<file path="src/rtl/multicycle_control_unit.sv">
// Sequencer for the multi-cycle RV32I datapath: steps each instruction through
// FETCH/DECODE/EXECUTE/MEMORY/WRITEBACK and drives all datapath controls.
module multicycle_control_unit (
    input  logic        clk,
    input  logic        rst_n,
    input  logic [31:0] instr,
    input  logic        mem_ready,
    input  logic        br_taken,
    output logic        mem_req,
    output logic        mem_we,
    output logic        mem_addr_src,
    output logic        ir_we,
    output logic        mdr_we,
    output logic        alu_out_we,
    output logic        pc_we,
    output logic [1:0]  pc_src,
    output logic [1:0]  alu_a_src,
    output logic        alu_b_src,
    output logic [3:0]  alu_op,
    output logic [2:0]  imm_src,
    output logic [4:0]  br_op,
    output logic [2:0]  dm_ctrl,
    output logic        ru_wr,
    output logic [1:0]  ru_data_wr_src,
    output logic        retire,
    output logic        trap,
    output logic [2:0]  state
);
    typedef enum logic [2:0] {
        S_IDLE      = 3'd0,
        S_FETCH     = 3'd1,
        S_DECODE    = 3'd2,
        S_EXECUTE   = 3'd3,
        S_MEMORY    = 3'd4,
        S_WRITEBACK = 3'd5,
        S_TRAP      = 3'd6
    } state_t;

    state_t st;

    logic [6:0] opcode;
    logic [2:0] funct3;
    logic       f7b5;
    logic       is_r, is_i, is_ld, is_st, is_br, is_jal, is_jalr, is_lui, is_auipc;
    logic       legal, is_jump;

    assign opcode   = instr[6:0];
    assign funct3   = instr[14:12];
    assign f7b5     = instr[30];
    assign is_r     = (opcode == 7'b0110011);
    assign is_i     = (opcode == 7'b0010011);
    assign is_ld    = (opcode == 7'b0000011);
    assign is_st    = (opcode == 7'b0100011);
    assign is_br    = (opcode == 7'b1100011);
    assign is_jal   = (opcode == 7'b1101111);
    assign is_jalr  = (opcode == 7'b1100111);
    assign is_lui   = (opcode == 7'b0110111);
    assign is_auipc = (opcode == 7'b0010111);
    assign is_jump  = is_jal | is_jalr;
    assign legal    = is_r | is_i | is_ld | is_st | is_br | is_jump | is_lui | is_auipc;
    assign state    = st;

    always_ff @(posedge clk) begin
        if (!rst_n) begin
            st <= S_IDLE;
        end else begin
            case (st)
                S_IDLE:      st <= S_FETCH;
                S_FETCH:     if (mem_ready) st <= S_DECODE;
                S_DECODE:    st <= legal ? S_EXECUTE : S_TRAP;
                S_EXECUTE: begin
                    if (is_ld || is_st) st <= S_MEMORY;
                    else if (is_br)     st <= S_FETCH;
                    else                st <= S_WRITEBACK;
                end
                S_MEMORY:    if (mem_ready) st <= is_st ? S_FETCH : S_WRITEBACK;
                S_WRITEBACK: st <= S_FETCH;
                S_TRAP:      st <= S_TRAP;
                default:     st <= S_IDLE;
            endcase
        end
    end

    // Everything is a function of state and the latched instruction; only the
    // memory handshake strobes and the branch PC select also see live inputs.
    always_comb begin
        mem_req        = 1'b0;
        mem_we         = 1'b0;
        mem_addr_src   = 1'b0;
        ir_we          = 1'b0;
        mdr_we         = 1'b0;
        alu_out_we     = 1'b0;
        pc_we          = 1'b0;
        pc_src         = 2'b00;
        alu_a_src      = 2'b00;
        alu_b_src      = 1'b0;
        alu_op         = 4'b0000;
        imm_src        = 3'b000;
        br_op          = 5'b00000;
        dm_ctrl        = 3'b000;
        ru_wr          = 1'b0;
        ru_data_wr_src = 2'b00;
        retire         = 1'b0;
        trap           = 1'b0;
        case (st)
            S_FETCH: begin
                mem_req = 1'b1;
                ir_we   = mem_ready;
            end
            S_EXECUTE: begin
                alu_out_we = 1'b1;
                alu_b_src  = ~is_r;
                if (is_br || is_jal || is_auipc) alu_a_src = 2'b01;
                else if (is_lui)                 alu_a_src = 2'b10;
                if (is_r)      alu_op = {f7b5, funct3};
                else if (is_i) alu_op = (funct3 == 3'b101) ? {f7b5, funct3} : {1'b0, funct3};
                if (is_st)                  imm_src = 3'b001;
                else if (is_br)             imm_src = 3'b101;
                else if (is_jal)            imm_src = 3'b110;
                else if (is_lui || is_auipc) imm_src = 3'b010;
                if (is_jump || is_br) br_op = {is_jump, is_br, funct3};
                if (is_br) begin
                    pc_we  = 1'b1;
                    pc_src = br_taken ? 2'b01 : 2'b00;
                    retire = 1'b1;
                end
            end
            S_MEMORY: begin
                mem_req      = 1'b1;
                mem_addr_src = 1'b1;
                mem_we       = is_st;
                dm_ctrl      = funct3;
                pc_we        = mem_ready & is_st;
                retire       = mem_ready & is_st;
                mdr_we       = mem_ready & ~is_st;
            end
            S_WRITEBACK: begin
                ru_wr          = 1'b1;
                pc_we          = 1'b1;
                retire         = 1'b1;
                ru_data_wr_src = is_ld ? 2'b01 : (is_jump ? 2'b10 : 2'b00);
                pc_src         = is_jump ? 2'b10 : 2'b00;
            end
            S_TRAP:  trap = 1'b1;
            default: ;
        endcase
    end
endmodule
</file>
<file path="config.mk">
export PLATFORM = sky130hd
export DESIGN_NAME = multicycle_control_unit
export DESIGN_NICKNAME = d
export VERILOG_FILES = /design/src/rtl/multicycle_control_unit.sv
export SDC_FILE = /design/constraint.sdc
export NUM_CORES = 1
export LEC_CHECK = 0
export CAP_MARGIN = 10
export CORE_AREA = 4 4 51 53
export DETAILED_ROUTE_END_ITERATION = 6
export DIE_AREA = 0 0 55 57
export PLACE_DENSITY_LB_ADDON = 0.1
export SYNTH_ARGS = -nofsm -noshare
export SYNTH_HDL_FRONTEND = slang
export SYNTH_SLANG_ARGS = --single-unit
</file>
<file path="constraint.sdc">
create_clock -name clk -period 3.14 [get_ports clk]
set_input_delay 0.314 -clock clk [delete_from_list [all_inputs] [get_ports clk]]
set_output_delay 0.314 -clock clk [all_outputs]
set_load 0.1 [all_outputs]
</file>
==> results of run 1 <==
power by group through the flow:
stage | sequential, µW | clock [µW] | combinational (µW)
3_5_place_dp | 54.1 | 0 | 193
4_1_cts | 53.6 | 71.7 | 194
5_1_grt | 56.1 | 75.4 | 201
6_report | 53.9 | 69.7 | 193
3_3_place_gp | 53.8 | 0 | 192
2_1_floorplan | 74.9 | 0 | 119
routing by layer:
metal  wire length, µm  track usage [%]  vias up
met5                 0                0        -
met3               160             1.83        0
li1                  -                -      403
met4                 0             3.82        0
met1               925             19.1      340
met2              1060             23.6       33
cell families after synthesis:
group	count (synthesis)	share of synthesized area, %
AOI/OAI and AO/OA	17	18.8
xor gates and xnor gates	1	1.58
buffers and inverters	11	9.50
DFF	3	10.9
and+or+nand+nor	55	59.3
stage by stage:
| step | area, µm² | hold WS (ns) |
|---|---|---|
| after floorplan | 634 | 0.476 |
| after global placement | 1190 | 0.632 |
| after detailed placement | 1190 | 0.646 |
| after CTS | 1220 | 0.658 |
| after global routing | 1220 | 0.704 |
| final | 1220 | 0.654 |
cell type report:
type	instances	area, µm²	area share, %
inverter	7	26.3	2.15
timing repair buffer	50	551	45.1
sequential	3	62.6	5.13
clock buffer	4	26.3	2.15
multi-input combinational	73	519	42.6
tap	28	35.0	2.87
synth_stat cells, types with 2 or more instances:
cell | count | area (µm²)
nor2_1 | 15 | 56.3
and2_1 | 10 | 62.6
a21oi_1 | 8 | 40.0
inv_1 | 7 | 26.3
nand2_1 | 7 | 26.3
nor3_1 | 5 | 25.0
dfxtp_1 | 3 | 60.1
clkbuf_1 | 2 | 7.51
nand2b_2 | 2 | 17.5
nand3_1 | 2 | 10.0
o21ai_0 | 2 | 10.0
o22ai_1 | 2 | 12.5
worst reg2reg max path: cells and delay by family, from the launching register on:
family	cells	cell delay, ns
and+or+nand+nor	3	0.64
AOI/OAI and AO/OA	1	0.07
DFF	1	0.40
cell usage in the layout (no fill, tap or decap), types with 2 or more instances in the layout:
| master | netlist | final |
|---|---|---|
| a21oi_1 | 8 | 7 |
| nand2b_2 | 2 | 2 |
| nand3_1 | 2 | 2 |
| dfxtp_2 | 0 | 2 |
| and2_1 | 10 | 10 |
| nor2_2 | 0 | 2 |
| clkbuf_4 | 0 | 3 |
| clkdlybuf4s50_1 | 0 | 15 |
| nor2_1 | 15 | 12 |
| buf_12 | 0 | 11 |
| nor3_1 | 5 | 2 |
| o21ai_0 | 2 | 2 |
| nand2_1 | 7 | 7 |
| buf_4 | 1 | 24 |
| inv_1 | 7 | 7 |
| nor3_2 | 0 | 2 |
how the worst max path moves through the flow:
stage | endpoint | depth (start not counted) | slack (ns) | startpoint
global placement | alu_a_src[0] | 6 | 0.56 | instr[6]
finish | alu_a_src[0] | 6 | 0.52 | instr[6]
global route | alu_a_src[0] | 6 | 0.44 | instr[6]
detailed placement | alu_a_src[0] | 6 | 0.52 | instr[6]
floorplan | mdr_we | 5 | -0.43 | state[2]$_SDFFE_PN0P_
CTS | alu_a_src[0] | 6 | 0.52 | instr[6]
==> summary.txt, run 1 <==
Power and ir drop
  • Switching Share: a little over half
  • Psw: 172 µW
  • Max IR drop VDD: roughly 0.35 mV
  • Pwr/cell area: about 260 mW/mm²
  • Clk pwr share: 22.0%
  • Tot Pwr: ~320 µW
  • Register share of total power: approximately 17%
  • Leakage Power: between 0.0005 and 0.0006 µW
  • Cell Int Power: about 150 µW
  • Logic pwr share: between 60% and 70%

Synth
  • Async set-reset flop share out of synthesis: 0%
  • YS warnings: 0
  • Yosys cell types: 34
  • Number of synthesized flops with an enable pin: 0
  • Post-Synthesis Cell Area: about 550 µm²
  • Mean Syn Cell Area: between 6 and 7 µm²
  • FF+latch count, synth: 3
  • Sequential share of the synthesized area: a little over a tenth
  • Prevailing post-synth register cell: dfxtp_1
  • Syn Nets: 123
  • Post-Synthesis Cells: 87

Cells and area
  • Max reg flops: 3
  • Area growth, synth to finish: 121%
  • Antenna diodes: 0
  • Final Net Count: between 150 and 200
  • Layout Cells excl Fill: around 170
  • # fillers: 199
  • Final core utilization: 56.8%
  • Share of layout cells above drive strength 1: between 40% and 50%

Placement
  • Placer congestion estimate: a little over 0.8
  • Setup WS pre-CTS: 0.517 ns
  • DP Wirelength: between 1.5 and 2 mm
  • PortBufs: 49
  • Placed cells: ~160

Global routing
  • Antenna violations before repair: 0
  • Vias in the first global route: ~740
  • First-pass GRT wire length: 3.50 mm
  • Pin count of the biggest net entering global routing: 12
  • Tot GR Track Use: between 10% and 20%
  • GRT overflow: 0

Floorplan
  • Initial cell density of the core: 25.7%
  • Total I/O pin count: 71
  • Die span in y: 57 µm
  • Die Span X: 55 µm
  • Core area: 0.00215 mm²
  • Floorplan die area: about 0.0031 mm²
  • Row cnt: 17

STA
  • Setup violators final: 0
  • Worst relative slew slack: 35.2%
  • Final hold violations: 0
  • FMAX: roughly 380 MHz
  • Unrepaired setup endpoints after global routing: no
  • Pins Over Slew Limit: 0
  • Final period util: 83.6%
  • Min Tclk post-route: approximately 2.6 ns
  • Actual slew at the worst max-slew pin: 0.969 ns
  • Final TNS setup: 0 ns
  • Post-Route Skew: 0.00439 ns
  • Setup ws final: roughly 0.52 ns

Setup path
  • Delay-heaviest family, CP: simple AND/OR/NAND/NOR gates
  • CP Class: in -> out
  • Reg2reg path depth: 4
  • Worst r2r src: state[2]$_SDFFE_PN0P_
  • Crit path largest cell delay: about 0.52 ns
  • RR Endpoint: state[0]$_SDFFE_PN0P_
  • CP endpoint kind: output port
  • Worst EP arrival: 2.31 ns
  • Worst endpoint required time: around 2.8 ns
  • Crit-path max FO: 7
  • Worst path slowest cell: clkdlybuf4s50_1
  • Critical path launch point type: primary input
  • Worst path bufs/invs: 2
  • Register-to-register setup slack: roughly 1.9 ns
  • Crit path cell chain: clkdlybuf4s50_1, nand2b_2, or4_4, or2_0, a31oi_2, buf_12

Hold path
  • Worst hold start: state[0]$_SDFFE_PN0P_
  • Hold Crit Class: reg -> reg
  • Hold depth: 2
  • Hold Path Sink: state[0]$_SDFFE_PN0P_

Clock network
  • Total clock sinks: 3
  • Total CTS buffers: 3
  • Post-cts gate resize count: 0
  • Post-CTS Setup Inserts: 0
  • Max clock buf depth: 2
  • CTS tree: built
  • Clk pin slew, worst setup/hold paths: 0.03 ns
  • Skew-Pair Late Insertion Delay: between 0.2 and 0.25 ns
  • Root Buffer Master: clkbuf_4
  • H-tree Lvls: 1
  • Hold buffer count at CTS: 0

Drt
  • Vias: 776
  • First-pass detailed-route iteration total: 4
  • Initial drt markers: 18
  • Routed WL: ~2.1 mm
  • Detail Route Antenna Nets: 0
  • Drt via density: 4.70
  • Residual DRC: 0
  • Drt wl/cell: around 13 µm

Flow run
  • Total of max-cap violations: 0

Status
  • Status: completed
Note: power is estimated with default switching activity, not from simulation.
==> inputs of run 2 (changes only) <==
Settings changed: CORE_AREA 4 4 51 53 to 4 4 53 55, DIE_AREA 0 0 55 57 to 0 0 57 59.
Clock period 3.14 ns to 2.6 ns, I/O delays scaled along.
==> run 2 against run 1 <==
  * Critical path depth stayed put
  * First-iteration DRC count is 56% lower
  * Sequential share of layout area is 0.65 points lower
  * Routed wire length is 0.74% lower
  * Clock-buffer cell count stayed put
==> summary.txt, run 2 (synthesized netlist as in run 1, its figures left out) <==
Cells and area
  • Most frequent cells in the layout: 25 x buf_12, 14 x clkdlybuf4s50_1, 14 x buf_4 (was 24 x buf_4, 15 x clkdlybuf4s50_1, 12 x nor2_1)
  • Layout Cell Area excl Fill: 0.00148 mm² (was 0.00122 mm²)
  • Register area: 66.3 µm² (was 62.6 µm²)
  • Layout Cells excl Fill: 170 (was 165)
  • Max reg flops: 3 (unchanged)
  • # fillers: 215 (was 199)
  • Multi-input gate area: 574 µm² (was 519 µm²)
  • Final Net Count: 177 (was 174)
  • Commonest non-fill, non-tap cell in the layout: buf_12 (was buf_4)
  • Share of layout cells above drive strength 1: 51.4% (was 42.3%)
  • Antenna diodes: 0 (unchanged)
  • Area growth, synth to finish: 168% (was 121%)

STA
  • FMAX: slightly above 400 MHz
  • Final hold violations: 0 (unchanged)
  • Final period util: between 90% and 100%
  • Setup violators final: 0 (unchanged)
  • Unrepaired setup endpoints after global routing: no (unchanged)
  • Final TNS setup: 0 ns (unchanged)
  • Worst relative slew slack: 77.1% (was 35.2%)
  • Min Tclk post-route: around 2.4 ns
  • Post-Route Skew: 0.00151 ns (was 0.00439 ns)
  • Setup ws final: 0.168 ns (was 0.516 ns)
  • Pins Over Slew Limit: 0 (unchanged)
  • Actual slew at the worst max-slew pin: 0.344 ns (was 0.969 ns)

Power and ir drop
  • Max IR drop VDD: 0.211 mV (was 0.355 mV)
  • Pwr/cell area: 271 mW/mm² (was 260 mW/mm²)
  • Leakage Power: 0.000574 µW (was 0.000513 µW)

Setup path
  • CP Class: in -> out (unchanged)
  • Worst EP arrival: 2.17 ns (was 2.31 ns)
  • Critical path launch point type: primary input (unchanged)
  • CP endpoint kind: output port (unchanged)
  • Worst endpoint required time: 2.34 ns (was 2.83 ns)
  • RR Endpoint: state[0]$_SDFFE_PN0P_ (unchanged)
  • Worst r2r src: state[2]$_SDFFE_PN0P_ (unchanged)
  • Register-to-register setup slack: 1.49 ns (was 1.89 ns)
  • Crit-path max FO: 4 (was 7)
  • Reg2reg path depth: 4 (unchanged)

Clock network
  • Post-cts gate resize count: 0 (unchanged)
  • Hold buffer count at CTS: 0 (unchanged)
  • Clk pin slew, worst setup/hold paths: 0.04 ns (was 0.03 ns)
  • Post-CTS Setup Inserts: 0 (unchanged)
  • Max clock buf depth: 2 (unchanged)
  • CTS tree: built (unchanged)
  • H-tree Lvls: 1 (unchanged)
  • Total CTS buffers: 3 (unchanged)
  • Root Buffer Master: clkbuf_4 (unchanged)
  • Total clock sinks: 3 (unchanged)
  • Skew-Pair Late Insertion Delay: 0.22 ns (was 0.24 ns)

Floorplan
  • Row cnt: 18 (was 17)
  • Die Span X: 57 µm (was 55 µm)
  • Core area: 0.00239 mm² (was 0.00215 mm²)
  • Initial cell density of the core: 23.2% (was 25.7%)
  • Floorplan die area: 0.00336 mm² (was 0.00314 mm²)
  • Die span in y: 59 µm (was 57 µm)
  • Total I/O pin count: 71 (unchanged)

Global routing
  • GRT overflow: 0 (unchanged)
  • Pin count of the biggest net entering global routing: 12 (unchanged)
  • Vias in the first global route: 806 (was 743)
  • Antenna violations before repair: 0 (unchanged)
  • Tot GR Track Use: 12.8% (was 14.3%)
  • First-pass GRT wire length: 3.57 mm (was 3.50 mm)

Drt
  • Routed WL: 2.13 mm (was 2.15 mm)
  • Initial drt markers: 8 (was 18)
  • Drt via density: 4.83 (was 4.70)
  • WL met3: 136 µm (was 160 µm)
  • Residual DRC: 0 (unchanged)
  • Met2 WL: 1.12 mm (was 1.06 mm)
  • M1 WL: 874 µm (was 925 µm)
  • First-pass detailed-route iteration total: 4 (unchanged)
  • Detail Route Antenna Nets: 0 (unchanged)
  • DR top layer: met3 (unchanged)
  • Vias: 821 (was 776)
  • Drt wl/cell: 12.5 µm (was 13.0 µm)

Placement
  • Placer congestion estimate: 0.788 (was 0.817)
  • PortBufs: 49 (unchanged)
  • DP Wirelength: 1.83 mm (was 1.71 mm)
  • Placed cells: 166 (was 161)
  • DP Area: 0.00145 mm² (was 0.00119 mm²)
  • Setup WS pre-CTS: 0.182 ns (was 0.517 ns)

Status
  • Status: completed (unchanged)

Hold path
  • Hold Path Sink: state[0]$_SDFFE_PN0P_ (unchanged)
  • Hold depth: 2 (unchanged)
  • Hold Crit Class: reg -> reg (unchanged)
  • Worst hold start: state[0]$_SDFFE_PN0P_ (unchanged)

Flow run
  • Total of max-cap violations: 0 (unchanged)
run 2: cell type report:
class	instances	share of cell area, %
multi-input cells	73	38.8
flip-flops and latches	3	4.48
well taps	30	2.54
inverters	7	2.03
clock buffers	4	1.78
repair buffers	53	50.4
run 2: worst max path at each step:
stage / start / to / cells after the start
after floorplan: state[0]$_SDFFE_PN0P_ / br_op[4] / 4
after global placement: instr[1] / alu_a_src[0] / 6
after global routing: instr[2] / br_op[0] / 6
after detailed placement: instr[1] / alu_a_src[0] / 6
final: instr[1] / alu_a_src[0] / 6
after CTS: instr[1] / alu_a_src[0] / 6
run 2: critical path, stage by stage:
cell             delay (ns)
clkdlybuf4s50_1        0.57
nand2_1                0.10
or4_4                  0.54
or2_0                  0.24
a31oi_2                0.25
buf_12                 0.21
run 2: metrics by stage:
step                total power, µW  utilization [%]  hold slack [ns]
floorplan                       244                -            0.422
global placement                322             60.9            0.655
detailed placement              324             60.9            0.656
CTS                             405             62.0            0.652
global route                    421             62.0            0.695
finish                          400             62.0            0.651
run 2: layer usage:
metal / global-route usage (%) / up-vias
li1: - / 413
met2: 22.3 / 29
met3: 1.31 / 0
met5: 0 / -
met1: 17.0 / 379
met4: 2.65 / 0
run 2: where the power goes:
| part | switching [µW] | leakage [µW] | internal [µW] |
|---|---|---|---|
| logic | 173 | 0.000533 | 81.3 |
| clock network | 21.2 | 0.0000150 | 57.3 |
| registers | 14.7 | 0.0000261 | 52.4 |
